**src/rtl/alu_seq.sv**
```systemverilog
// alu_seq: registered, valid/ready-handshaked ALU with carry/zero/overflow/negative
// flags and barrel shifts. Define ALU_MUL_EN to add the multi-cycle shift-add multiplier.
module alu_seq #(
  parameter int WIDTH = 8
) (
  input  logic             clk,
  input  logic             rst_n,
  input  logic             in_valid,
  output logic             in_ready,
  input  logic [WIDTH-1:0] a,
  input  logic [WIDTH-1:0] b,
  input  logic [3:0]       s,
  output logic             out_valid,
  input  logic             out_ready,
  output logic [WIDTH-1:0] y,
  output logic [WIDTH-1:0] y_hi,
  output logic             cout,
  output logic             zero,
  output logic             ovf,
  output logic             neg
);

  localparam int K   = $clog2(WIDTH);
  localparam int MSB = WIDTH - 1;

  localparam logic [3:0] OP_ADD = 4'b0000;
  localparam logic [3:0] OP_SUB = 4'b0001;
  localparam logic [3:0] OP_AND = 4'b0010;
  localparam logic [3:0] OP_OR  = 4'b0011;
  localparam logic [3:0] OP_XOR = 4'b0101;
  localparam logic [3:0] OP_NOT = 4'b0110;
  localparam logic [3:0] OP_INC = 4'b0111;
  localparam logic [3:0] OP_SHL = 4'b1001;
  localparam logic [3:0] OP_SHR = 4'b1010;

`ifdef ALU_MUL_EN
  localparam logic [3:0]   OP_MUL = 4'b1000;
  localparam logic [K-1:0] LAST   = K'(WIDTH - 1);
  typedef enum logic [1:0] {IDLE = 2'd0, MUL = 2'd1, DONE = 2'd2} state_t;
`else
  typedef enum logic [1:0] {IDLE = 2'd0, DONE = 2'd2} state_t;
`endif

  state_t state_q, state_d;
  logic   load_alu, load_mul, start_mul;

  logic [WIDTH-1:0] alu_y;
  logic             alu_cout, alu_ovf;
  logic [K-1:0]     amt;

  assign amt = b[K-1:0];

  // Single-cycle datapath for every opcode except multiply.
  always_comb begin
    // NOTE: every output of a combinational block gets a default first so no path infers a latch.
    alu_y    = '0;
    alu_cout = 1'b0;
    alu_ovf  = 1'b0;
    case (s)
      OP_ADD: begin
        {alu_cout, alu_y} = {1'b0, a} + {1'b0, b};
        alu_ovf = (a[MSB] == b[MSB]) && (alu_y[MSB] != a[MSB]);
      end
      OP_SUB: begin
        {alu_cout, alu_y} = {1'b0, a} - {1'b0, b};
        alu_ovf = (a[MSB] != b[MSB]) && (alu_y[MSB] != a[MSB]);
      end
      OP_AND: alu_y = a & b;
      OP_OR:  alu_y = a | b;
      OP_XOR: alu_y = a ^ b;
      OP_NOT: alu_y = ~a;
      OP_INC: begin
        {alu_cout, alu_y} = {1'b0, a} + (WIDTH+1)'(1);
        alu_ovf = (a == {1'b0, {(WIDTH-1){1'b1}}});
      end
      // The extra bit beside the operand catches the last bit shifted out (0 for amount 0).
      OP_SHL: {alu_cout, alu_y} = {1'b0, a} << amt;
      OP_SHR: {alu_y, alu_cout} = {a, 1'b0} >> amt;
      default: ;
    endcase
  end

`ifdef ALU_MUL_EN
  logic [2*WIDTH-1:0] mcand_q, acc_q, acc_d;
  logic [WIDTH-1:0]   mplier_q;
  logic [K-1:0]       cnt_q;

  assign acc_d = mplier_q[0] ? acc_q + mcand_q : acc_q;
`endif

  always_ff @(posedge clk or negedge rst_n) begin
    if (!rst_n) begin
      state_q <= IDLE;
    end else begin
      // NOTE: sequential state uses non-blocking assignment so every flop samples pre-edge values.
      state_q <= state_d;
    end
  end

  always_comb begin
    state_d   = state_q;
    in_ready  = 1'b0;
    out_valid = 1'b0;
    load_alu  = 1'b0;
    load_mul  = 1'b0;
    start_mul = 1'b0;
    case (state_q)
      IDLE: in_ready = 1'b1;
`ifdef ALU_MUL_EN
      MUL: begin
        if (cnt_q == LAST) begin
          load_mul = 1'b1;
          state_d  = DONE;
        end
      end
`endif
      DONE: begin
        out_valid = 1'b1;
        in_ready  = out_ready;
        if (out_ready) state_d = IDLE;
      end
      default: state_d = IDLE;
    endcase
    // Accepting in DONE overrides the return to IDLE: back-to-back with no bubble.
    if (in_valid && in_ready) begin
`ifdef ALU_MUL_EN
      if (s == OP_MUL) begin
        start_mul = 1'b1;
        state_d   = MUL;
      end else
`endif
      begin
        load_alu = 1'b1;
        state_d  = DONE;
      end
    end
  end

  // Result registers only move on the edge that loads a new result.
  always_ff @(posedge clk or negedge rst_n) begin
    if (!rst_n) begin
      y    <= '0;
      cout <= 1'b0;
      zero <= 1'b0;
      ovf  <= 1'b0;
      neg  <= 1'b0;
`ifdef ALU_MUL_EN
      y_hi     <= '0;
      acc_q    <= '0;
      mcand_q  <= '0;
      mplier_q <= '0;
      cnt_q    <= '0;
`endif
    end else begin
      if (load_alu) begin
        y    <= alu_y;
        cout <= alu_cout;
        zero <= (alu_y == '0);
        ovf  <= alu_ovf;
        neg  <= alu_y[MSB];
`ifdef ALU_MUL_EN
        y_hi <= '0;
`endif
      end
`ifdef ALU_MUL_EN
      if (start_mul) begin
        mcand_q  <= {{WIDTH{1'b0}}, a};
        mplier_q <= b;
        acc_q    <= '0;
        cnt_q    <= '0;
      end else if (state_q == MUL) begin
        acc_q    <= acc_d;
        mcand_q  <= mcand_q << 1;
        mplier_q <= mplier_q >> 1;
        cnt_q    <= cnt_q + 1'b1;
      end
      if (load_mul) begin
        y    <= acc_d[WIDTH-1:0];
        y_hi <= acc_d[2*WIDTH-1:WIDTH];
        cout <= |acc_d[2*WIDTH-1:WIDTH];
        zero <= (acc_d == '0);
        ovf  <= 1'b0;
        neg  <= acc_d[2*WIDTH-1];
      end
`endif
    end
  end

`ifndef ALU_MUL_EN
  assign y_hi = '0;
`endif

endmodule

```
**config.mk**
```make
export PLATFORM = sky130hd
export DESIGN_NAME = alu_seq
export DESIGN_NICKNAME = d
export VERILOG_FILES = /design/src/rtl/alu_seq.sv
export SDC_FILE = /design/constraint.sdc
export NUM_CORES = 1
export LEC_CHECK = 0
export ABC_AREA = 1
export BUFFER_PORTS_ARGS = -buffer_cell sky130_fd_sc_hd__buf_2
export CORE_MARGIN = 1
export CORE_UTILIZATION = 25
export CTS_CLUSTER_SIZE = 40
export DETAILED_ROUTE_END_ITERATION = 8
export HOLD_SLACK_MARGIN = 0.02
export PLACE_DENSITY = 0.49
export SYNTH_ARGS = -nofsm -noshare
export SYNTH_HDL_FRONTEND = slang
export SYNTH_SLANG_ARGS = --single-unit
export TNS_END_PERCENT = 30
```
**constraint.sdc**
```tcl
create_clock -name clk -period 1.83 [get_ports clk]
set_clock_uncertainty 0.2 [all_clocks]
set_input_delay 0.183 -clock clk [delete_from_list [all_inputs] [get_ports clk]]
set_output_delay 0.183 -clock clk [all_outputs]
set_load 0.05 [all_outputs]
```
After elaboration in Yosys (flattened, before gate mapping)

Cells that the tools add are included.

Register bits: 14
Word-level logic and storage cells: 47

Equal/unequal tests: 16
Add/subtract/negate cells: 3
Multiplexer cells: 9
Shift-type cells: 2
Bitwise logic cells: 4
Reductions and logical operators: 7

Operators by type and width:

| kind                                                 | count |
|---|---|
| case mux 8 bit (9 select lines)                      | 1 |
| equality test 4 x 3 -> 1 bit (second input constant) | 3 |
| adder 8 x 1 -> 9 bit (second input constant)         | 1 |
| adder 8 x 8 -> 9 bit                                 | 1 |
| left shift 8 x 3 -> 9 bit                            | 1 |
| >> shifter 9 x 3 -> 9 bit                            | 1 |
| subtractor 8 x 8 -> 9 bit                            | 1 |
| bitwise AND 8 bit                                    | 1 |
| equality test 4 x 2 -> 1 bit (second input constant) | 2 |
| equality test 4 bit (second input constant)          | 2 |
| equality test 8 x 7 -> 1 bit (second input constant) | 1 |
| zero test 8 bit                                      | 1 |
| NOT 8 bit                                            | 1 |
| bitwise OR 8 bit                                     | 1 |
| bitwise XOR 8 bit                                    | 1 |
| case mux 1 bit (5 select lines)                      | 1 |
| equality test 4 x 1 -> 1 bit (second input constant) | 1 |
| zero test 4 bit                                      | 1 |
| 2-to-1 mux 2 bit                                     | 2 |
| case mux 2 bit (2 select lines)                      | 1 |
| logical AND 1 bit                                    | 3 |
| inequality test 1 bit                                | 3 |
| inequality test 3 bit (second input constant)        | 1 |
| case mux 1 bit (3 select lines)                      | 1 |
| 7 further kinds                                      | 8 |

Logic depth before layout (Yosys ltp)

Depth after elaboration: 5
Depth in mapped cells: 14
Depth with buffers taken out: 14

Least setup slack after synthesis

OpenSTA, ideal clock, no wires.

Kind: input to register
Start point: input port b[1]
End point: register zero
Data required time: 1.564 ns
Setup time: 0.066 ns
Slack: -0.259 ns
Stages on the path: 12
Arrival time: 1.823 ns
Path through: inv_1 buf_2 ha_1 o21ai_0 nand3_1 nand2_1 nand2_1 nand2_1 nor2_1 nor3_4 nand4_1 nand2_1

Cells in the longest elaborated chain, start to end: 3
Elaborated cells on any way between the ends: 9
Classes of those cells: add/sub (2); shift (2); mux (1); bitwise (3); reduce/logical (1)

Ends and longest elaborated chain:

| what                                              | RTL line | text |
|---|---|---|
| from (decl)                                       | 11       | `input logic [WIDTH-1:0] b,` |
| subtractor 8 x 8 -> 9 bit (tied with other cells) | 65       | `{alu_cout, alu_y} = {1'b0, a} - {1'b0, b};` |
| case mux 8 bit (9 select lines) (*)               | 59       | `case (s)` |
| zero test 8 bit (*)                               | 158      | `zero <= (alu_y == '0);` |
| to (signal assigned)                              | 158      |  |
| to (decl)                                         | 18       | `output logic zero,` |

Mark *: on every way between the ends. The rest lies on a longest branch, timed or not.
A chain may end at the register's enable or synchronous reset.

Final worst setup path

Start point: input port a[1]
End point: register zero

Cells in the longest elaborated chain, start to end: 3
Elaborated cells on any way between the ends: 11
Classes of those cells: add/sub (3); shift (2); mux (1); bitwise (4); reduce/logical (1)

Ends and longest elaborated chain:

| what                                         | RTL line | text |
|---|---|---|
| from (decl)                                  | 10       | `input logic [WIDTH-1:0] a,` |
| adder 8 x 1 -> 9 bit (tied with other cells) | 73       | `{alu_cout, alu_y} = {1'b0, a} + (WIDTH+1)'(1);` |
| case mux 8 bit (9 select lines) (*)          | 59       |  |
| zero test 8 bit (*)                          | 158      |  |

Marks and branches as above.

==> reports/results.txt <==
outcome = finished, violations left
failing checks = setup timing
dpl hpwl = 8480 um
Worst-path clk slew = 0.05 ns
Synth Area in Compound Gates = 10.0%
RR Startpoint = state_q[1]
power density over the cells = 436 nW/um^2
grt total ovfl = 0
mux cell area share after synthesis = 0%
Hold Violations, Final = 0
n_diodes = 0
share of the yosys chip area belonging to registers = 11.7%
max_cap viols = 0
Async SR Flop Fraction = 100%
EDFF count, synth = 0
worst hold slack = 0.123 ns
DIE HEIGHT = 103 um
total CTS buffers = 3
final period utilization = 102%
dpl cells = 731
CTS tree = yes
vias in the first global route = 3134
WP buf/inv = 2
final setup vio count = 1
Worst Setup Start Kind = input pin
worst setup margin = -0.0334 ns
setup_tns = -0.0334 ns
Primary FF master, synth = dfrtp_1
fill cell count = 1095
most common cell after layout, fill and taps aside = nand2_1
Yosys top cell by area = nand2_1
Avg Cell Area, Syn = 5.40 um^2
Global Route met2 Usage = 33.9%
Critical path origin = a[1]
Pleak = 2.15 nW
antenna violations before repair = 0
Synth Area in Simple Gates = 51.1%
final core utilization = 39.5%
Synth Cell Area = 2570 um^2
width of the die = 103 um
Synth Instances = 476
Root Buffer = clkbuf_8
pin count of the biggest net entering global routing = 21
# rows = 36
final WL = 10000 um
fin nets = 663
PortBufs = 37
DR pass1 iterations = 5
DR iter-0 viols = 244
wire per inst = 13.5 um
Core Region = 9860 um^2
CP Cell Sequence = buf_2, inv_1, ha_1, nand3_1, nand2_2, o21ai_0, nor2_1, nor3_2, nand2_1, nor2_2, nand4_1, nand2_1
Global Route Usage Sum = 19.5%
GP Congestion = 0.929
most frequent cells in the layout = nand2_1 (163), buf_4 (101), nand3_1 (59)
unrepaired setup endpoints after global routing = true
adder-cell share of the synthesized area = 14.2%
M1 GR Usage = 26.4%
proportion of layout cells with a drive suffix above 1 = 32.5%
H-tree lvl count = 1
Final Max Tran Viols = 0
#FFs+latches synth = 12
crit path kind = in2reg
most frequent CP cell = nand2_1
peak supply drop = 0.383 mV
number of top-level pins = 46
Tmin final = 1.86 ns
vias per std cell = 4.63
CP peak stage delay = 0.35 ns
top cell type's share of synthesized area = 24.7%
final non-filler cell total = 743
Top Usage Layer GRT = met2
min-delay src = in_valid
largest cells by area after synthesis = nand2_1 (25%), ha_1 (13%), nand3_1 (12%), dfrtp_1 (12%), nor2_1 (8.5%)
GR Layer Usage met3 = 0.874%
XOR/XNOR Fraction of Synth Area = 0.341%
crit path max-delay cell type = ha_1
CP Max Fanout = 6
Critical Path AT = 1.85 ns
fmax = 537 MHz
Critical Path Sink Type = flop
die area = 10700 um^2
ANT nets after route = 0
Area Growth Syn to Fin = 51.7%
clock buffer depth = 2
DR vias = 3438
Syn. warnings = 0
Starting Density = 26.0%
first-pass GRT wire length = 15800 um
Sink Count = 12
CP top delay family = simple AND/OR/NAND/NOR gates
Hold Crit Class = in2reg
largest family of logic cells by synthesized area = simple AND/OR/NAND/NOR gates
Netlist cell types = 29
CP required = 1.81 ns
Skew-Pair Late Insertion Delay = 0.24 ns
DRC = 0
synth_stat cells, types with 2 or more instances:
master and count:
nand2_1 169, nand3_1 63, nor2_1 58, inv_1 52, ha_1 26, o21ai_0 25, a21oi_1 18, dfrtp_1 12
buf_4 9, nand4_1 9, buf_2 6, nor3_1 6, inv_2 4, clkbuf_1 2, fa_1 2, nor2_4 2
cells by family (layout without fill, tap and decap cells):
group,count (synthesis),count (layout)
other,1,8
flip-flops,12,12
buffers and inverters,74,201
adder cells (fa/ha/maj),28,28
XOR/XNOR,1,1
AND/OR/NAND/NOR,311,311
AO/OA/AOI/OAI,49,49
per-layer routing:
metal  up-vias  share of wire (%)
met2       115                 47
li1       1771                  -
met3        20                6.0
met1      1532                 45
met4         0                1.9
met5         -                  0
metrics by stage:
stage                     setup slack [ns]  power, mW  cell area, um^2
after CTS                          -0.0962       1.65             3740
after global placement              -0.417       1.32             3570
after floorplan                    -0.0839      0.926             2610
after global routing                -0.175       1.83             3900
final                              -0.0334       1.70             3900
after detailed placement            -0.441       1.33             3570
tightest hold or removal path, delay by kind of cell:
kind / cells / cell delay [ns]
buf+inv: 1 / 0.08
simple gates: 3 / 0.26
registers in the layout, indices dropped and copies added (netlist names):
signal and cells:
y 8, cout 1, ovf 1, state_q 1, zero 1
where the power goes:
part           internal, mW  total [mW]  leakage, nW  switching, mW
clock network         0.190       0.285       0.0288         0.0950
registers             0.305       0.324        0.155         0.0193
logic                 0.405        1.09         1.97          0.683
total                 0.900        1.70         2.15          0.798
what timing repair did:
item | in CTS | in global routing
endpoints found under the hold margin | 13 | 0
pin swaps | 9 | 10
endpoints found under the setup margin | 6 | 11
hold buffers | 2 | 0
gates resized for setup | 20 | 40
setup buffers | 4 | 2
final cells by class:
type | instances | area, um^2 | share of cell area (%)
inverter | 56 | 219 | 5.62
clock buffer | 4 | 55.1 | 1.41
multi-input combinational | 397 | 2160 | 55.4
tap | 133 | 166 | 4.27
timing repair buffer | 141 | 995 | 25.5
sequential | 12 | 302 | 7.74
worst paths after layout:
kind	end	slack [ns]	cells after the start
worst max register to register	y[0]	0.44	6
max in group asynchronous	state_q[1]	1.07	2
worst max-delay path	zero	-0.03	12
worst min-delay path	zero	0.12	4
min in group asynchronous	y[0]	0.14	2
worst min register to register	y[2]	0.27	2
Note: power is estimated with default switching activity, not from simulation.
